File: config.mk
export PLATFORM = sky130hd
export DESIGN_NAME = branch_comp_seq
export DESIGN_NICKNAME = d
export VERILOG_FILES = /design/src/rtl/branch_comp_seq.sv
export SDC_FILE = /design/constraint.sdc
export NUM_CORES = 1
export LEC_CHECK = 0
export CAP_MARGIN = 20
export CORE_MARGIN = 2
export CORE_UTILIZATION = 47
export CTS_CLUSTER_SIZE = 30
export DETAILED_ROUTE_END_ITERATION = 10
export PLACE_DENSITY = 0.78
export SYNTH_ARGS = -nofsm -noshare
export SYNTH_HDL_FRONTEND = slang
export SYNTH_SLANG_ARGS = --single-unit
File: constraint.sdc
create_clock -name clk -period 1.6 [get_ports clk]
set_input_delay 0.24 -clock clk [delete_from_list [all_inputs] [get_ports clk]]
set_output_delay 0.24 -clock clk [all_outputs]
set_load 0.01 [all_outputs]
File: src/rtl/branch_comp_seq.sv
// Multi-cycle branch comparator: walks the operands one CHUNK at a time, MSB chunk
// first, and reports BrEq/BrLT over a valid/ready response handshake.
module branch_comp_seq #(
    parameter int XLEN  = 32,
    parameter int CHUNK = 8
) (
    input  logic            clk,
    input  logic            rst,
    input  logic            req_valid,
    output logic            req_ready,
    input  logic [XLEN-1:0] rs1,
    input  logic [XLEN-1:0] rs2,
    input  logic            br_un,
    output logic            resp_valid,
    input  logic            resp_ready,
    output logic            BrEq,
    output logic            BrLT
);

    localparam int NCHUNK = XLEN / CHUNK;
    localparam int IDXW   = (NCHUNK > 1) ? $clog2(NCHUNK) : 1;

    localparam logic [1:0] IDLE = 2'd0;
    localparam logic [1:0] CMP  = 2'd1;
    localparam logic [1:0] DONE = 2'd2;

    generate
        if (XLEN % CHUNK != 0) begin : g_bad_width
            $error("branch_comp_seq: XLEN must be an integer multiple of CHUNK");
        end
    endgenerate

    logic [1:0]       state;
    logic [XLEN-1:0]  op1;
    logic [XLEN-1:0]  op2;
    logic [IDXW-1:0]  idx;
    logic [CHUNK-1:0] chunk1;
    logic [CHUNK-1:0] chunk2;
    logic             chunk_loaded;
    logic             chunk_last;
    logic [XLEN-1:0]  sign_flip;
    logic [CHUNK-1:0] sel1;
    logic [CHUNK-1:0] sel2;
    logic             advance;

    // Flipping the sign bit maps two's-complement order onto unsigned order.
    assign sign_flip = {~br_un, {(XLEN-1){1'b0}}};

    assign sel1 = op1[idx*CHUNK +: CHUNK];
    assign sel2 = op2[idx*CHUNK +: CHUNK];

    // Chunks are registered before comparison, so the mux and comparator sit in
    // separate cycles; keep fetching while the held chunk pair is still equal.
    assign advance = !chunk_loaded || ((chunk1 == chunk2) && !chunk_last);

    assign req_ready  = (state == IDLE);
    assign resp_valid = (state == DONE);

    always_ff @(posedge clk) begin
        if (rst) begin
            state        <= IDLE;
            op1          <= '0;
            op2          <= '0;
            idx          <= '0;
            chunk1       <= '0;
            chunk2       <= '0;
            chunk_loaded <= 1'b0;
            chunk_last   <= 1'b0;
            BrEq         <= 1'b0;
            BrLT         <= 1'b0;
        end else begin
            case (state)
                IDLE: begin
                    if (req_valid) begin
                        op1          <= rs1 ^ sign_flip;
                        op2          <= rs2 ^ sign_flip;
                        idx          <= IDXW'(NCHUNK - 1);
                        chunk_loaded <= 1'b0;
                        chunk_last   <= 1'b0;
                        state        <= CMP;
                    end
                end
                CMP: begin
                    if (advance) begin
                        chunk1       <= sel1;
                        chunk2       <= sel2;
                        chunk_last   <= (idx == '0);
                        chunk_loaded <= 1'b1;
                        idx          <= idx - 1'b1;
                    end else begin
                        BrEq  <= (chunk1 == chunk2);
                        BrLT  <= (chunk1 < chunk2);
                        state <= DONE;
                    end
                end
                DONE: begin
                    if (resp_ready) begin
                        state <= IDLE;
                    end
                end
                default: state <= IDLE;
            endcase
        end
    end

endmodule

==> summary.txt <==
cts bufs inserted: 9
RSZ-0062 raised after global routing: true
VDD IR max: 0.549 mV
Antenna diodes: 0
synth top area cells: dfxtp_1, nand2_1, a21oi_1, mux4_2, ha_1
CTS tree: done
initial antenna violation count: 0
post-DP HPWL: 6.15 mm
Worst R2R Path Depth: 9
placed insts: 600
H-Tree Depth: 3
fillers: 616
post-synth top area cell: dfxtp_1
Async SR Flop Fraction: 0
fin. max-slew vios: 0
clk_skew: 0.0130 ns
clock slew at reported path FFs: 0.08 ns
prevailing post-synth register cell: dfxtp_1
Core Rows: 32
layout cells sized above 1: 0.208
status: finished with violations
vias per inst: 5.39
top-area cell type share of the netlist area: 0.464
Period minus WS final: 1.79 ns
chip width: 93.9 um
Synthesized Nets: 516
area of the mapped netlist: 3800 um2
Total Die Area: 8820 um2
Mean Syn Cell Area: 8.68 um2
top cells by count, synth: nand2_1, dfxtp_1, a21oi_1, nand3_1
Hold Path Class: primary input to flop
max_cap viols: 0
Slew headroom: 0.516
PwrDens: 994 nW/um2
Peak Freq: 0.558 GHz
DR vias: 3381
Hold Path End: BrEq
critical path class: flop to flop
largest net degree at the start of global routing: 86
Placer Congestion: 0.807
Nets: 598
Synth Warn #: 0
Pleak: 1.87 nW
R2R setup slack: -0.19 ns
die span in y: 93.9 um
Routed WL per cell: 15.0 um
multi-input logic area: 2020 um2
crit end category: flop
CP max FO: 8
Setup WS post-layout: -0.192 ns
Root Driver: clkbuf_8
CP startpoint kind: flop
Residual DRC: 0
FF/Latch Area: 1770 um2
IO Pins: 73
Min-Delay Path Depth: 2
flops & latches, synth: 88
hold buffers post-CTS: 0
vias in the first global route: 3124
Hold Violations, Final: 0
most frequent cell after synthesis: nand2_1
CP Data Required Time: 1.88 ns
first-pass detailed-route iteration total: 5
worst flop-to-flop path startpoint: chunk2[7]
Initial Util: 0.489
Max Root-Sink Buffers: 2
worst slack at placement: -0.247 ns
failing checks: negative setup slack
DRT iter0 DRCs: 191
final wirelength: 9.43 mm
Post-synth EDFFs: 0
sequential-to-total area share from yosys stat: 0.464
Port Buffers: 72
synth unique cells: 34
endpoints failing setup: 24
Routed Antenna Nets: 0
Finished Layout Cells: 627
grt ovf: 0
first-pass GRT wire length: 14.9 mm
Core Region: 7770 um2
later-pin clock latency in the skew report: 0.36 ns
period utilisation layout: 1.12
slew at the pin with the worst max-slew slack: 0.726 ns
min-delay src: rst
Post-Synthesis Cells: 438
Worst EP arrival: 2.08 ns
clk sinks: 88
Worst R2R End: chunk_loaded
Total Routing Usage GR: 0.216
area delta synth->final: 36.9%
## per-stage QoR
stage / cell area [um2] / hold WS (ns) / utilization / setup TNS [ns] / total power [mW]
2_1_floorplan: 3830 / 0.376 / - / -0.361 / 3.07
3_3_place_gp: 4730 / 0.441 / 0.609 / -2.28 / 3.46
3_5_place_dp: 4730 / 0.444 / 0.609 / -3.81 / 3.49
6_report: 5200 / 0.130 / 0.670 / -3.35 / 5.17
4_1_cts: 5080 / 0.118 / 0.654 / -1.94 / 5.08
5_1_grt: 5200 / 0.142 / 0.670 / -4.71 / 5.41
## kinds of logic after synthesis
logic type,after synthesis,share of synthesized area
AND/OR/NAND/NOR,162,0.177
AO/OA/AOI/OAI,115,0.171
flip-flops,88,0.464
buffers and inverters,45,0.0563
multiplexers,17,0.0975
adder cells (fa/ha/maj),9,0.0296
XOR/XNOR,2,0.00461
## worst max-delay path, stage by stage, from the launching register on
cell and delay [ns]:
dfxtp_2 0.34, inv_1 0.07, ha_4 0.29, nand4_4 0.15, o31ai_4 0.27, buf_6 0.18, buf_4 0.13, nand2_4 0.05
buf_6 0.13, a21oi_1 0.11
## layer usage
metal | global-route usage | part of all wire
met1 | 0.278 | 0.43
met2 | 0.355 | 0.51
met3 | 0.0465 | 0.042
met4 | 0.0833 | 0.021
met5 | 0 | 0
## where the power goes
part	internal, mW	switching (mW)	total, mW
sequential	2.33	0.0953	2.43
clock	0.727	0.795	1.52
combinational	0.641	0.580	1.22
## layout make-up
cell class / count / area share
clock buffers: 10 / 0.0245
clock inverters: 6 / 0.0135
inverters: 10 / 0.00721
multi-input cells: 307 / 0.389
flip-flops and latches: 88 / 0.340
well taps: 102 / 0.0245
repair buffers: 104 / 0.201
## state kept, by name, indices dropped and copies added, names as in the netlist
name          flops
BrLT              1
op2              32
chunk1            8
state             2
chunk_loaded      1
chunk_last        1
BrEq              1
chunk2            8
idx               2
op1              32
## placed cells by master (no fill, tap or decap), types with 3 or more instances in the layout
cell | synthesis | final
nand2_1 | 131 | 130
a21oi_1 | 86 | 82
dfxtp_1 | 88 | 80
clkdlybuf4s50_1 | 0 | 69
buf_4 | 6 | 19
mux4_2 | 16 | 16
o21ai_1 | 10 | 12
nand3_1 | 17 | 10
clkbuf_8 | 0 | 9
dfxtp_2 | 0 | 8
buf_6 | 1 | 8
nand3_2 | 0 | 7
inv_1 | 10 | 6
ha_4 | 0 | 6
buf_12 | 0 | 5
inv_2 | 0 | 4
a21oi_2 | 0 | 4
o21ai_2 | 0 | 3
o211ai_1 | 3 | 3
ha_1 | 9 | 3
clkinvlp_4 | 0 | 3
## worst max path at each step
stage / startpoint / end / slack [ns] / cells past startpoint
global placement: chunk2[7] / chunk_last / -0.14 / 6
CTS: chunk2[3] / chunk2[2] / -0.13 / 9
global route: chunk1[1] / state[0] / -0.23 / 9
detailed placement: chunk2[5] / chunk2[2] / -0.25 / 6
finish: chunk2[7] / chunk_loaded / -0.19 / 9
floorplan: chunk2[2] / chunk1[0] / -0.03 / 7
## repair_timing
action,in CTS,in global routing
pin swaps,14,16
buffers inserted,1,8
setup endpoints to repair,26,24
gates cloned,1,1
resized for setup,31,21
(Power assumes the default switching activity.)
==> patch 1 (same flow settings) <==
`XLEN`: 32 -> 64.
--- a/src/rtl/branch_comp_seq.sv
+++ b/src/rtl/branch_comp_seq.sv
@@ -2,5 +2,5 @@
 // first, and reports BrEq/BrLT over a valid/ready response handshake.
 module branch_comp_seq #(
-    parameter int XLEN  = 32,
+    parameter int XLEN  = 64,
     parameter int CHUNK = 8
 ) (
Interface: changed (resized rs1 and rs2); port bits go from 73 to 137. The function was not compared with the original's and may differ.
==> patch 1 against the original RTL <==
  * The flow still finishes with violations (negative setup slack)
  * Via count is 77% higher
  * Critical path depth is 1 lower
  * Setup slack better by 59 ps
  * Sequential cell count is 65 higher
  * Die area is 70% higher
  * Fmax is 3.4% higher
  * Synthesized area is 73% higher
  * Cell area is 78% higher
  * Power grew to 3.2 times the old value
  * Worst hold slack better by 150 ps
  * Global-route usage is 2.6 points higher
  * Sequential share of layout area is 0.81 points lower
  * Wire length is 96% higher
==> patch 1: results (changes against the original RTL) <==
| Metric | Value |
|---|---|
| Outcome | `complete, but fails checks` |
| Failing checks | `negative setup slack` |
| Root buffer cell | `clkbuf_16` |
| Worst vdd ir | `1.13 mV (+110%)` |
| DR WL met2 | `9190 um (+91%)` |
| Critical path's top delay family | `compound AO/OA/AOI/OAI gates` |
| Synthesized Nets | `889 (+72%)` |
| Synth top area cells | `dfxtp_1 47%, nand2_1 15%, mux4_2 11%` |
| Worst setup margin | `-133 ps (+59.1 ps)` |
| First-pass GRT wire length | `28,000 um (+88%)` |
| Detailed Routing Iterations Pass 1 | `7 (+2)` |
| Clock Power Share | `23.2% (-6.2 points)` |
| CP max FO | `2 (-6)` |
| Later-pin clock latency in the skew report | `440 ps (+80 ps)` |
| Gr usage total | `24.2% (+2.6 points)` |
| Setup violators final | `13 (-46%)` |
| Initial DRC Count | `459 (+140%)` |
| Wire length on met1 | `7580 um (+88%)` |
| Dpl hpwl | `11,300 um (+84%)` |
| Filler instances | `1,027 (+67%)` |
| Cell area after placement | `8250 um2 (+74%)` |
| Vias | `5,976 (+77%)` |
| Cells after Synth | `746 (+70%)` |
| Setup Slack @ Placement | `-148 ps (+98.8 ps)` |
| M1 GR Usage | `31.2% (+3.4 points)` |
| Power Dens Cells | `1810 nW/um2 (+82%)` |
| Met3 Track Usage GR | `4.97% (+0.32 points)` |
| Top flop regs | `op1 x64, op2 x64` |
| Synth Area in XOR/XNOR | `0.266% (-0.19 points)` |
| Multiplexer area fraction after synthesis | `12.2% (+2.4 points)` |
| Clock Skews | `10.5 ps (-2.44 ps)` |
| Fin nets | `1,042 (+74%)` |
| Least-Margin Pin Slew | `542 ps (-185 ps)` |
| Routed len/inst | `17.0 um (+13%)` |
| CTS resizes | `46 (+48%)` |
| H-tree level count | `4 (+1)` |
-- patch 1: changes by cell type in the layout (fill, tap and decap cells not counted), sizes merged, moves of 22 or more --
| cell | unedited run | this run |
|---|---|---|
| a21oi | 86 | 143 |
| clkdlybuf4s50 | 69 | 133 |
| dfxtp | 88 | 153 |
| buf | 33 | 55 |
| nand2 | 132 | 268 |
-- patch 1: layout make-up --
| type | instances | share of cell area [%] |
|---|---|---|
| multi-input combinational | 523 | 36.3 |
| inverter | 11 | 0.445 |
| clock inverter | 8 | 1.04 |
| timing repair buffer | 193 | 21.5 |
| tap | 180 | 2.43 |
| clock buffer | 23 | 5.04 |
| sequential | 153 | 33.2 |
-- patch 1: path summary, 6_finish.rpt --
path	startpoint	endpoint	slack, ps	cells after the start
setup / recovery	chunk2[2]	BrLT	-130	8
hold / removal	rst	chunk_loaded	280	2
setup reg to reg	chunk2[2]	BrLT	-130	8
hold reg to reg	op2[16]	op2[16]	450	2
==> patch 2 (config.mk and constraints unchanged) <==
Made on the original files. Make the reset (`rst`) asynchronous in one clocked block.
--- a/src/rtl/branch_comp_seq.sv
+++ b/src/rtl/branch_comp_seq.sv
@@ -57,5 +57,5 @@
     assign resp_valid = (state == DONE);
 
-    always_ff @(posedge clk) begin
+    always_ff @(posedge clk or posedge rst) begin
         if (rst) begin
             state        <= IDLE;
Check against the original RTL: differs if rst is asserted again (counterexample within 4 cycles, from zero or initial values and one cycle with rst high); with rst held inactive, the same outputs for 10 cycles.
==> patch 2 against the original RTL <==
  * The run still ends with negative setup slack left
  * Wire length is 0.22% lower
  * Sequential cell count stayed put
  * Setup slack worse by 88 ps
  * Cell area is 6.2% higher
  * Synthesized area is 3.1% higher
  * Fmax is 4.7% lower
  * Via count is 8.8% lower
Power is not compared: it rests on default switching activity, and its combinational part moved more than twofold at a synthesized area within 25%.
==> patch 2: results (changes against the original RTL) <==
| Metric | Value |
|---|---|
| Worst setup margin | `-280 ps (-87.9 ps)` |
| DR WL met2 | `4960 um (+3.4%)` |
| Fin nets | `573 (-4.2%)` |
| Largest net degree at the start of global routing | `69 (-20%)` |
| Routed wire length | `9410 um (-0.22%)` |
| Area of the multi-input gates | `1790 um2 (-12%)` |
| Setup TNS | `-5100 ps (-1740 ps)` |
| Dpl hpwl | `6430 um (+4.6%)` |
| Avg Synthesized Cell Area | `9.94 um2 (+15%)` |
| Well Taps | `105 (+2.9%)` |
| Setup violators final | `24 (unchanged)` |
| First-pass GRT wire length | `15,300 um (+2.6%)` |
| Failing checks | `negative setup slack` |
| Initial DRC Count | `150 (-21%)` |
| Gr usage total | `22.4% (+0.82 points)` |
| Fraction of area in clock buffers and inverters | `4.17% (+0.37 points)` |
| Non-clk bufs | `111 (+6.7%)` |
| Wire length on met1 | `3960 um (-1.9%)` |
| Detailed Routing Iterations Pass 1 | `4 (-1)` |
| Adder-cell share of the synthesized area | `2.87% (-0.089 points)` |
| Layout cell share with drive strength beyond 1 | `22.8% (+2.0 points)` |
| Hold/Removal Path Class | `in -> async` |
| Clock Skews | `11.0 ps (-1.91 ps)` |
| Slowest CP cell | `dfrtp_1` |
| Number of sequential cells | `88 (unchanged)` |
| Vias per std cell | `5.10 (-5.5%)` |
| Total power | `10.5 mW` |
| Synth top area cells | `dfrtp_1 56%, nand2_1 19%, mux4_2 9.2%` |
| Worst r2r src | `chunk1[7]` |
| Data arrival, critical path | `2110 ps (+30 ps)` |
| Outcome | `complete, but fails checks` |
| Seq/Total Area, Yosys | `56.2% (+9.9 points)` |
| Filler instances | `578 (-6.2%)` |
| Worst reg2reg setup slack | `-280 ps (-90 ps)` |
| Sequential share of cell area | `39.9% (+5.8 points)` |
| Cell area after placement | `5050 um2 (+6.7%)` |
| Non-clk buf share | `20.3% (+0.22 points)` |
| Ys async rst share | `100% (+100 points)` |
| Reg2Reg Depth | `5 (-4)` |
| Placed Instances | `583 (-2.8%)` |
| Final hold slack | `239 ps (+109 ps)` |
| Met2 usage | `38.9% (+3.4 points)` |
| #MultiIn Comb | `273 (-11%)` |
==> patch 2: changes by cell type in the layout (fill, tap and decap cells not counted), sizes merged, moves of 2 or more <==
| cell | delta |
|---|---|
| a311oi | -2 |
| dfxtp | -88 |
| a21oi | -83 |
| nand2 | +69 |
| xnor2 | -2 |
| nand3 | -17 |
| dfrtp | +88 |
| o31a | -3 |
| xor2 | +2 |
| clkinvlp | -2 |
| buf | +6 |
| mux2 | +8 |
| o21ai | -4 |
| o211ai | -2 |
==> patch 2: how the worst max path moves through the flow <==
stage / startpoint / to / slack [ps] / depth (start not counted)
floorplan: chunk1[2] / chunk1[1] / -180 / 5
global placement: chunk1[2] / chunk1[6] / -160 / 5
detailed placement: chunk1[2] / chunk1[7] / -200 / 5
CTS: chunk1[7] / chunk2[0] / -250 / 5
global route: chunk1[7] / chunk2[4] / -330 / 7
finish: chunk1[7] / chunk1[6] / -280 / 5
